[config.mk]
export PLATFORM = sky130hd
export DESIGN_NAME = fib_num_gen
export DESIGN_NICKNAME = d
export VERILOG_FILES = /design/src/rtl/fib_num_gen.sv
export SDC_FILE = /design/constraint.sdc
export NUM_CORES = 1
export LEC_CHECK = 0
export CAP_MARGIN = 5
export CELL_PAD_IN_SITES_DETAIL_PLACEMENT = 1
export CELL_PAD_IN_SITES_GLOBAL_PLACEMENT = 2
export CORE_ASPECT_RATIO = 1.4
export CORE_MARGIN = 5
export CORE_UTILIZATION = 34
export CTS_BUF_LIST = sky130_fd_sc_hd__clkbuf_4 sky130_fd_sc_hd__clkbuf_8 sky130_fd_sc_hd__clkbuf_16
export DETAILED_ROUTE_END_ITERATION = 16
export HOLD_SLACK_MARGIN = 0.03
export PLACE_DENSITY = 0.85
export SYNTH_ARGS = -nofsm -noshare
export SYNTH_HDL_FRONTEND = slang
export SYNTH_SLANG_ARGS = --single-unit
[constraint.sdc]
create_clock -name clk -period 4.3 [get_ports clk]
set_clock_uncertainty 0.15 [all_clocks]
set_input_delay 0.86 -clock clk [delete_from_list [all_inputs] [get_ports clk]]
set_output_delay 0.86 -clock clk [all_outputs]
set_load 0.02 [all_outputs]
[src/rtl/fib_num_gen.sv]
// rtl/fib_num_gen.sv - iterative Fibonacci term generator with done/error/overflow status
// Optional build macro: FIB_SATURATE_EN (saturate data_out to all ones on overflow)
module fib_num_gen #(
    parameter int DATA_WIDTH = 64,
    parameter int FIB_ORDER  = 16
) (
    input  logic                  clk,
    input  logic                  reset,
    input  logic                  load,
    input  logic                  clear,
    input  logic [FIB_ORDER-1:0]  order,
    input  logic [DATA_WIDTH-1:0] data_in,
    output logic                  done,
    output logic                  error,
    output logic                  overflow,
    output logic [DATA_WIDTH-1:0] data_out
);

    typedef enum logic [2:0] {
        IDLE = 3'd0,
        ARM  = 3'd1,
        CALC = 3'd2,
        DONE = 3'd3,
        ERR  = 3'd4
    } state_t;

    state_t                state;
    logic [DATA_WIDTH-1:0] a;
    logic [DATA_WIDTH-1:0] b;
    logic [FIB_ORDER-1:0]  cnt;
    logic [FIB_ORDER-1:0]  order_q;
    logic [DATA_WIDTH:0]   sum;
    logic [DATA_WIDTH-1:0] ovf_value;

    // One extra bit on the adder exposes the carry used for overflow detection
    assign sum = {1'b0, a} + {1'b0, b};

`ifdef FIB_SATURATE_EN
    assign ovf_value = {DATA_WIDTH{1'b1}};
`else
    assign ovf_value = sum[DATA_WIDTH-1:0];
`endif

    // Control FSM with registered status outputs; b always holds F(cnt)
    always_ff @(posedge clk) begin
        if (reset) begin
            state    <= IDLE;
            a        <= '0;
            b        <= '0;
            cnt      <= '0;
            order_q  <= '0;
            done     <= 1'b0;
            error    <= 1'b0;
            overflow <= 1'b0;
            data_out <= '0;
        end else begin
            case (state)
                IDLE: begin
                    // clear blocks a pending request until it drops
                    if (!clear && load) begin
                        state <= ARM;
                    end
                end
                ARM: begin
                    order_q <= order;
                    if (order == '0) begin
                        error    <= 1'b1;
                        data_out <= '0;
                        state    <= ERR;
                    end else begin
                        a     <= data_in;
                        b     <= data_in;
                        cnt   <= {{(FIB_ORDER-1){1'b0}}, 1'b1};
                        state <= CALC;
                    end
                end
                CALC: begin
                    if (clear) begin
                        state <= IDLE;
                    end else if (cnt == order_q) begin
                        data_out <= b;
                        done     <= 1'b1;
                        state    <= DONE;
                    end else if (sum[DATA_WIDTH]) begin
                        overflow <= 1'b1;
                        data_out <= ovf_value;
                        state    <= ERR;
                    end else begin
                        a   <= b;
                        b   <= sum[DATA_WIDTH-1:0];
                        cnt <= cnt + {{(FIB_ORDER-1){1'b0}}, 1'b1};
                    end
                end
                DONE: begin
                    if (!load) begin
                        done  <= 1'b0;
                        state <= IDLE;
                    end
                end
                ERR: begin
                    // load is ignored here; only clear leaves the error state
                    if (clear) begin
                        error    <= 1'b0;
                        overflow <= 1'b0;
                        data_out <= '0;
                        state    <= IDLE;
                    end
                end
                default: begin
                    state <= IDLE;
                end
            endcase
        end
    end

endmodule

==> results.toml, run 1 <==
[floorplan]
core_area_mm2 = 0.0410
rows = 88
fp.dieArea_mm2 = 0.0454
start_util_pct = 34.2
die_h_um = 250
fp.dieW_um = 182
io_pins = 151

[global_routing]
antenna_found_initial = 0
grt_pass1_vias = 14800
grt_use_total_pct = 21.0
grt_overflow = 0
grt_pass1_wl_mm = 79.5
grt_max_degree = 121

[sta]
tns_ns = 0
relSlewSlack_pct = 45.4
worst_pin_slew_ns = 0.818
finalHoldViolations = 0
finalSetupViolations = 0
hold_ws_ns = 0.305
finalCritPeriodShare_pct = 96.8
drv_slew = 0
period_minus_slack_ns = 4.16
fmax_mhz = 240
rsz0062_at_grt = "no"

[clocking]
clock_sinks = 230
post_cts.repair.setup_buffers = 0
ctsHoldBuffers = 0
clk_latency_ns = 0.56
cts_tree = "built"
cts_max_path_buffers = 3
cts-root-buf = "clkbuf_16"
cts-buffers-inserted = 28
clk_pin_slew_ns = 0.07
h-tree-depth = 1

[place]
dp_cells = 2436
hpwl_mm = 36.2
gp_congestion = 0.903
portBuffers = 150
place_area_mm2 = 0.0161

[finish]
design_area_mm2 = 0.0171
finalNonFillerCells = 2488
fin_util_pct = 41.8
fin_nets = 2076
area_delta_synth_final_pct = 22.1
drive_gt1_share_pct = 6.42
insertedDiodeCount = 0

[yosys]
synth_area_leaders = "dfxtp_1 33%, nand2_1 8.0%, a21oi_1 6.0%"
synth-seq-area-share_pct = 32.9
yosysMostFrequentCell = "nand2_1"
syn_nets = 1974
synth_edf_count = 0
syn_inst = 1824
syn-mean-instance-area_um2 = 7.68
yosys_warnings = 0
ys_ff_latch = 230
yosys.area.top_type = "dfxtp_1"
synth-async-reset-ratio_pct = 0
ys_top_cells_by_count = "299 x nand2_1, 230 x dfxtp_1, 185 x nor2_1"
synth_top_area_share_pct = 32.9
synth_cell_types = 75
netlist_area_mm2 = 0.0140
synth_ff_type = "dfxtp_1"

[worst_setup_path]
rr_worst_depth = 13
critical-path-max-stage-delay_ns = 0.45
cp_num_buf_inv = 1
critPathRequiredTime_ns = 4.56
r2r-start = "b[0]"
path_cells = "ha_1 > fa_1 > a211oi_2 > nor2_1 > a41oi_2 > o21ai_2 > a31o_2 > a211o_1 > a2111oi_4 > buf_4 > or3_1 > nand2b_1 > o22ai_1"
critPathCaptureType = "flip-flop"
crit_arrival_ns = 4.42
crit_slowest_cell = "fa_1"
criticalPathCategory = "reg2reg"
critPathMaxFanout = 7
r2r_setup_slack_ns = 0.14
critPathLaunchType = "flip-flop"
regToRegEndpoint = "data_out[46]"
crit_family = "compound AO/OA/AOI/OAI gates"

[min_path]
min_from = "data_out[8]"
hp-class = "reg2reg"
hold_end = "data_out[8]"
min_path_cells = 2

[pwr]
power_density_mw_per_mm2 = 747
seq_power_share_pct = 25.2
swShare_pct = 46.4
switching_power_mw = 5.94
p_leak_nw = 6.42
p_comb_share_pct = 54.2
ir_drop_uv = 488
intPower_mw = 6.84
pwr-share-clk_pct = 20.6

[detailed_routing]
route.layer.met1.wl_mm = 21.2
top_layer_used = "met4"
ant_nets = 0
dr_wl_met3_mm = 1.92
wl_met2_mm = 25.0
drc = 0
drt_iter0_markers = 696
via_per_inst = 5.64
first_pass_iters = 5
routed_wl_mm = 49.7
via_count = 14000
wl_per_cell_um = 20.0

[outcome]
status = "finished, final reports clean"

[run]
drv_cap = 0
==> power by group through the flow <==
stage | logic (mW) | clock network [mW] | registers [mW]
final | 6.93 | 2.63 | 3.22
after global routing | 7.60 | 2.78 | 3.30
after CTS | 6.96 | 2.68 | 3.23
after detailed placement | 6.91 | 0 | 3.26
after global placement | 6.74 | 0 | 3.23
after floorplan | 4.96 | 0 | 3.13
==> cells in the final DEF (no fill, tap or decap), drive strengths merged, types with 16 or more instances in the layout <==
| cell type | instances |
|---|---|
| a211oi | 50 |
| a21o | 25 |
| a21oi | 170 |
| a311oi | 70 |
| and2 | 28 |
| buf | 40 |
| clkbuf | 38 |
| clkdlybuf4s50 | 149 |
| dfxtp | 230 |
| ha | 65 |
| inv | 52 |
| mux2i | 48 |
| nand2 | 299 |
| nand3 | 38 |
| nand4 | 17 |
| nor2 | 187 |
| nor3 | 51 |
| o21ai | 95 |
| o21bai | 16 |
| o2bb2ai | 16 |
| xnor2 | 36 |
| xor2 | 32 |
==> kinds of logic after synthesis <==
group                    after synthesis  synth area share [%]
multiplexers                          54                  3.91
buffers and inverters                167                  5.02
AND/OR/NAND/NOR                      684                  21.3
flip-flops                           230                  32.9
adder cells (fa/ha/maj)               66                  5.95
XOR/XNOR                              68                  4.25
AO/OA/AOI/OAI                        555                  26.7
==> how the worst max path moves through the flow <==
stage                   start  depth (start not counted)  slack [ns]      endpoint
global route             b[0]                         13        0.01         b[59]
global placement    order[10]                         10       -0.11  data_out[29]
finish                   b[0]                         13        0.14  data_out[46]
CTS                      b[0]                         14        0.11  data_out[55]
floorplan                b[0]                         15        0.72       cnt[14]
detailed placement  order[10]                         10       -0.11  data_out[27]
==> worst min-delay path, delay by kind of cell (launching register included) <==
family / cells / cell delay [ns]
AO/OA/AOI/OAI: 1 / 0.05
AND/OR/NAND/NOR: 1 / 0.05
flip-flops: 1 / 0.31
==> repair_timing <==
action                                  in CTS  in global routing
endpoints found under the setup margin       0                 43
resized for setup                            0                  3
hold endpoints to repair                     0                  0
==> layer usage <==
| layer | track usage (%) | up-vias |
|---|---|---|
| met3 | 2.50 | 83 |
| met2 | 38.4 | 306 |
| met5 | 0 | - |
| met4 | 6.65 | 0 |
| met1 | 25.4 | 6852 |
| li1 | - | 6801 |
==> state kept, by name, summed over array words and instances (netlist names) <==
signal / flops
error: 1
order_q: 16
data_out: 64
cnt: 16
done: 1
overflow: 1
state: 3
a: 64
b: 64
==> layout make-up <==
type                            instances  area [um^2]
Fill cell                            4953        23900
Inverter                               49          184
Clock buffer                           37          811
Timing Repair Buffer                  190         1870
Multi-Input combinational cell       1427         8740
Clock inverter                         15          220
Tap cell                              540          676
Sequential cell                       230         4600
==> through the flow <==
| step | worst slack, ns | power, mW |
|---|---|---|
| floorplan | 0.723 | 8.08 |
| global placement | -0.106 | 9.97 |
| detailed placement | -0.107 | 10.2 |
| CTS | 0.114 | 12.9 |
| global route | 0.00993 | 13.7 |
| finish | 0.139 | 12.8 |
Power figures use the tool's default switching activity.
==> run 2: changes to the inputs <==
Settings changed: CORE_UTILIZATION 34 to 35, CTS_BUF_LIST sky130_fd_sc_hd__clkbuf_4 sky130_fd_sc_hd__clkbuf_8 sky130_fd_sc_hd__clkbuf_16 to sky130_fd_sc_hd__clkbuf_4 sky130_fd_sc_hd__clkbuf_8, PLACE_DENSITY 0.85 to 0.87, SLEW_MARGIN set to 20.
==> run 2 against run 1 <==
Worst setup slack improved by 0.20 ns. Highest routed layer unchanged. Critical path depth did not move. Total power fell by 4.2%. Routed wire length rose by 0.24%. Final cell count rose by 0.28%. Critical endpoint is now data_out[9]. Via count rose by 0.24%. Largest power group unchanged. Clock-buffer cell count rose by 26. Clock power fell by 20%. Sequential cell count did not move. Utilization rose by 1.0 points. Non-clock buffer count rose by 1. First-iteration DRC count fell by 5.5%.
==> results.toml, run 2 (same netlist as run 1, synthesis figures left out) <==
[global_routing]
grt_pass1_vias = 14800
antenna_found_initial = 1
grt_use_total_pct = 22.1
grt_pass1_wl_mm = 79.2
grt_max_degree = 87
grt_overflow = 0

[finish]
area_delta_synth_final_pct = 20.5
drive_gt1_share_pct = 7.27
fin_nets = 2089
final_common_cell = "nand2_1"
final_cell_mix = "299 x nand2_1, 230 x dfxtp_1, 185 x nor2_1, 169 x a21oi_1, 149 x clkdlybuf4s50_1"
largestRegisters = "a x64, b x64, data_out x64"

[worst_setup_path]
critPathCaptureType = "flip-flop"
crit_family = "compound AO/OA/AOI/OAI gates"
cp_num_buf_inv = 1
crit_arrival_ns = 4.29
critical-path-max-stage-delay_ns = 0.49
critPathRequiredTime_ns = 4.63
critPathLaunchType = "flip-flop"
critPathMaxFanout = 21
crit_slowest_cell = "a2111oi_4"
criticalPathCategory = "reg2reg"
path_cells = "ha_1 > fa_1 > a211oi_2 > nor2_1 > a41oi_2 > o21ai_2 > a31o_2 > a211o_1 > a2111oi_4 > or2_2 > buf_4 > nand2_1 > a21oi_1"

[detailed_routing]
wl_per_cell_um = 20.0
ant_nets = 0
via_count = 14100
routed_wl_mm = 49.9
first_pass_iters = 4
drc = 0
via_per_inst = 5.64
drt_iter0_markers = 658

[clocking]
cts-root-buf = "clkbuf_8"
h-tree-depth = 2
clk_pin_slew_ns = 0.06
cts_max_path_buffers = 3
cts_tree = "built"
ctsHoldBuffers = 0
clock_sinks = 230
cts-buffers-inserted = 40
post_cts.repair.setup_buffers = 0
clk_latency_ns = 0.58
cts_resized = 0

[floorplan]
io_pins = 151
core_area_mm2 = 0.0395
start_util_pct = 35.5
rows = 86
die_h_um = 247
fp.dieW_um = 179
fp.dieArea_mm2 = 0.0442

[sta]
relSlewSlack_pct = 31.8
hold_ws_ns = 0.308
rsz0062_at_grt = "no"
finalSetupViolations = 0
fmax_mhz = 252
finalCritPeriodShare_pct = 92.2
finalHoldViolations = 0
period_minus_slack_ns = 3.96
worst_pin_slew_ns = 1.02
drv_slew = 0
tns_ns = 0

[run]
drv_cap = 0

[min_path]
hp-class = "reg2reg"

[pwr]
power_density_mw_per_mm2 = 725
p_leak_nw = 6.35
ir_drop_uv = 426

[place]
gp_congestion = 0.909
portBuffers = 150
hpwl_mm = 36.9

[outcome]
status = "finished, final reports clean"
## run 2: cell types whose count changed in the layout (fill, tap and decap cells not counted), sizes merged
cell      delta
buf          +2
bufinv       -5
clkbuf      +25
clkinv       -2
clkinvlp     +1
diode        +1
inv          -3
## run 2: cell type report
type	instances	area, um^2
Antenna cell	1	2.50
Clock buffer	63	773
Clock inverter	6	35.0
Fill cell	4844	22600
Inverter	49	184
Multi-Input combinational cell	1427	8730
Sequential cell	230	4600
Tap cell	528	661
Timing Repair Buffer	191	1900
## run 2: per-layer routing
| layer | up-vias | global-route usage (%) | routed length, um |
|---|---|---|---|
| met5 | - | 0 | 0 |
| met4 | 0 | 6.79 | 1490 |
| met3 | 83 | 2.84 | 1760 |
| met2 | 235 | 41.0 | 25800 |
| met1 | 6930 | 26.2 | 20800 |
| li1 | 6828 | - | - |
## run 2: power by group
group	switching (mW)	internal (mW)	leakage, nW
logic	4.40	2.52	4.05
clock network	0.967	1.14	0.430
registers	0.495	2.72	1.87
total	5.86	6.38	6.35
## run 2: worst register-to-register path, delay by kind of cell (launching register included)
family	cells	cell delay [ns]
flops	1	0.34
compound gates	7	1.88
buf+inv	1	0.31
fa+ha+maj	2	0.69
simple gates	3	0.50
## run 2: final timing paths
| check | from | depth (start not counted) | slack, ns | end |
|---|---|---|---|---|
| hold reg to reg | data_out[6] | 2 | 0.31 | data_out[6] |
| hold / removal | data_out[6] | 2 | 0.31 | data_out[6] |
| setup reg to reg | b[0] | 13 | 0.34 | data_out[9] |
| setup / recovery | b[0] | 13 | 0.34 | data_out[9] |
## run 2: per-stage QoR
stage | cell area [um^2] | util, % | cells | power (mW) | setup WS [ns]
finish | 16900 | 42.8 | 2495 | 12.2 | 0.336
global route | 16900 | 42.8 | 2495 | 13.2 | 0.100
CTS | 16900 | 42.8 | 2494 | 12.3 | 0.303
detailed placement | 16100 | 40.7 | 2425 | 10.2 | 0.320
global placement | 16100 | 40.7 | 2425 | 9.97 | 0.375
floorplan | 14000 | - | 1824 | 8.08 | 0.723
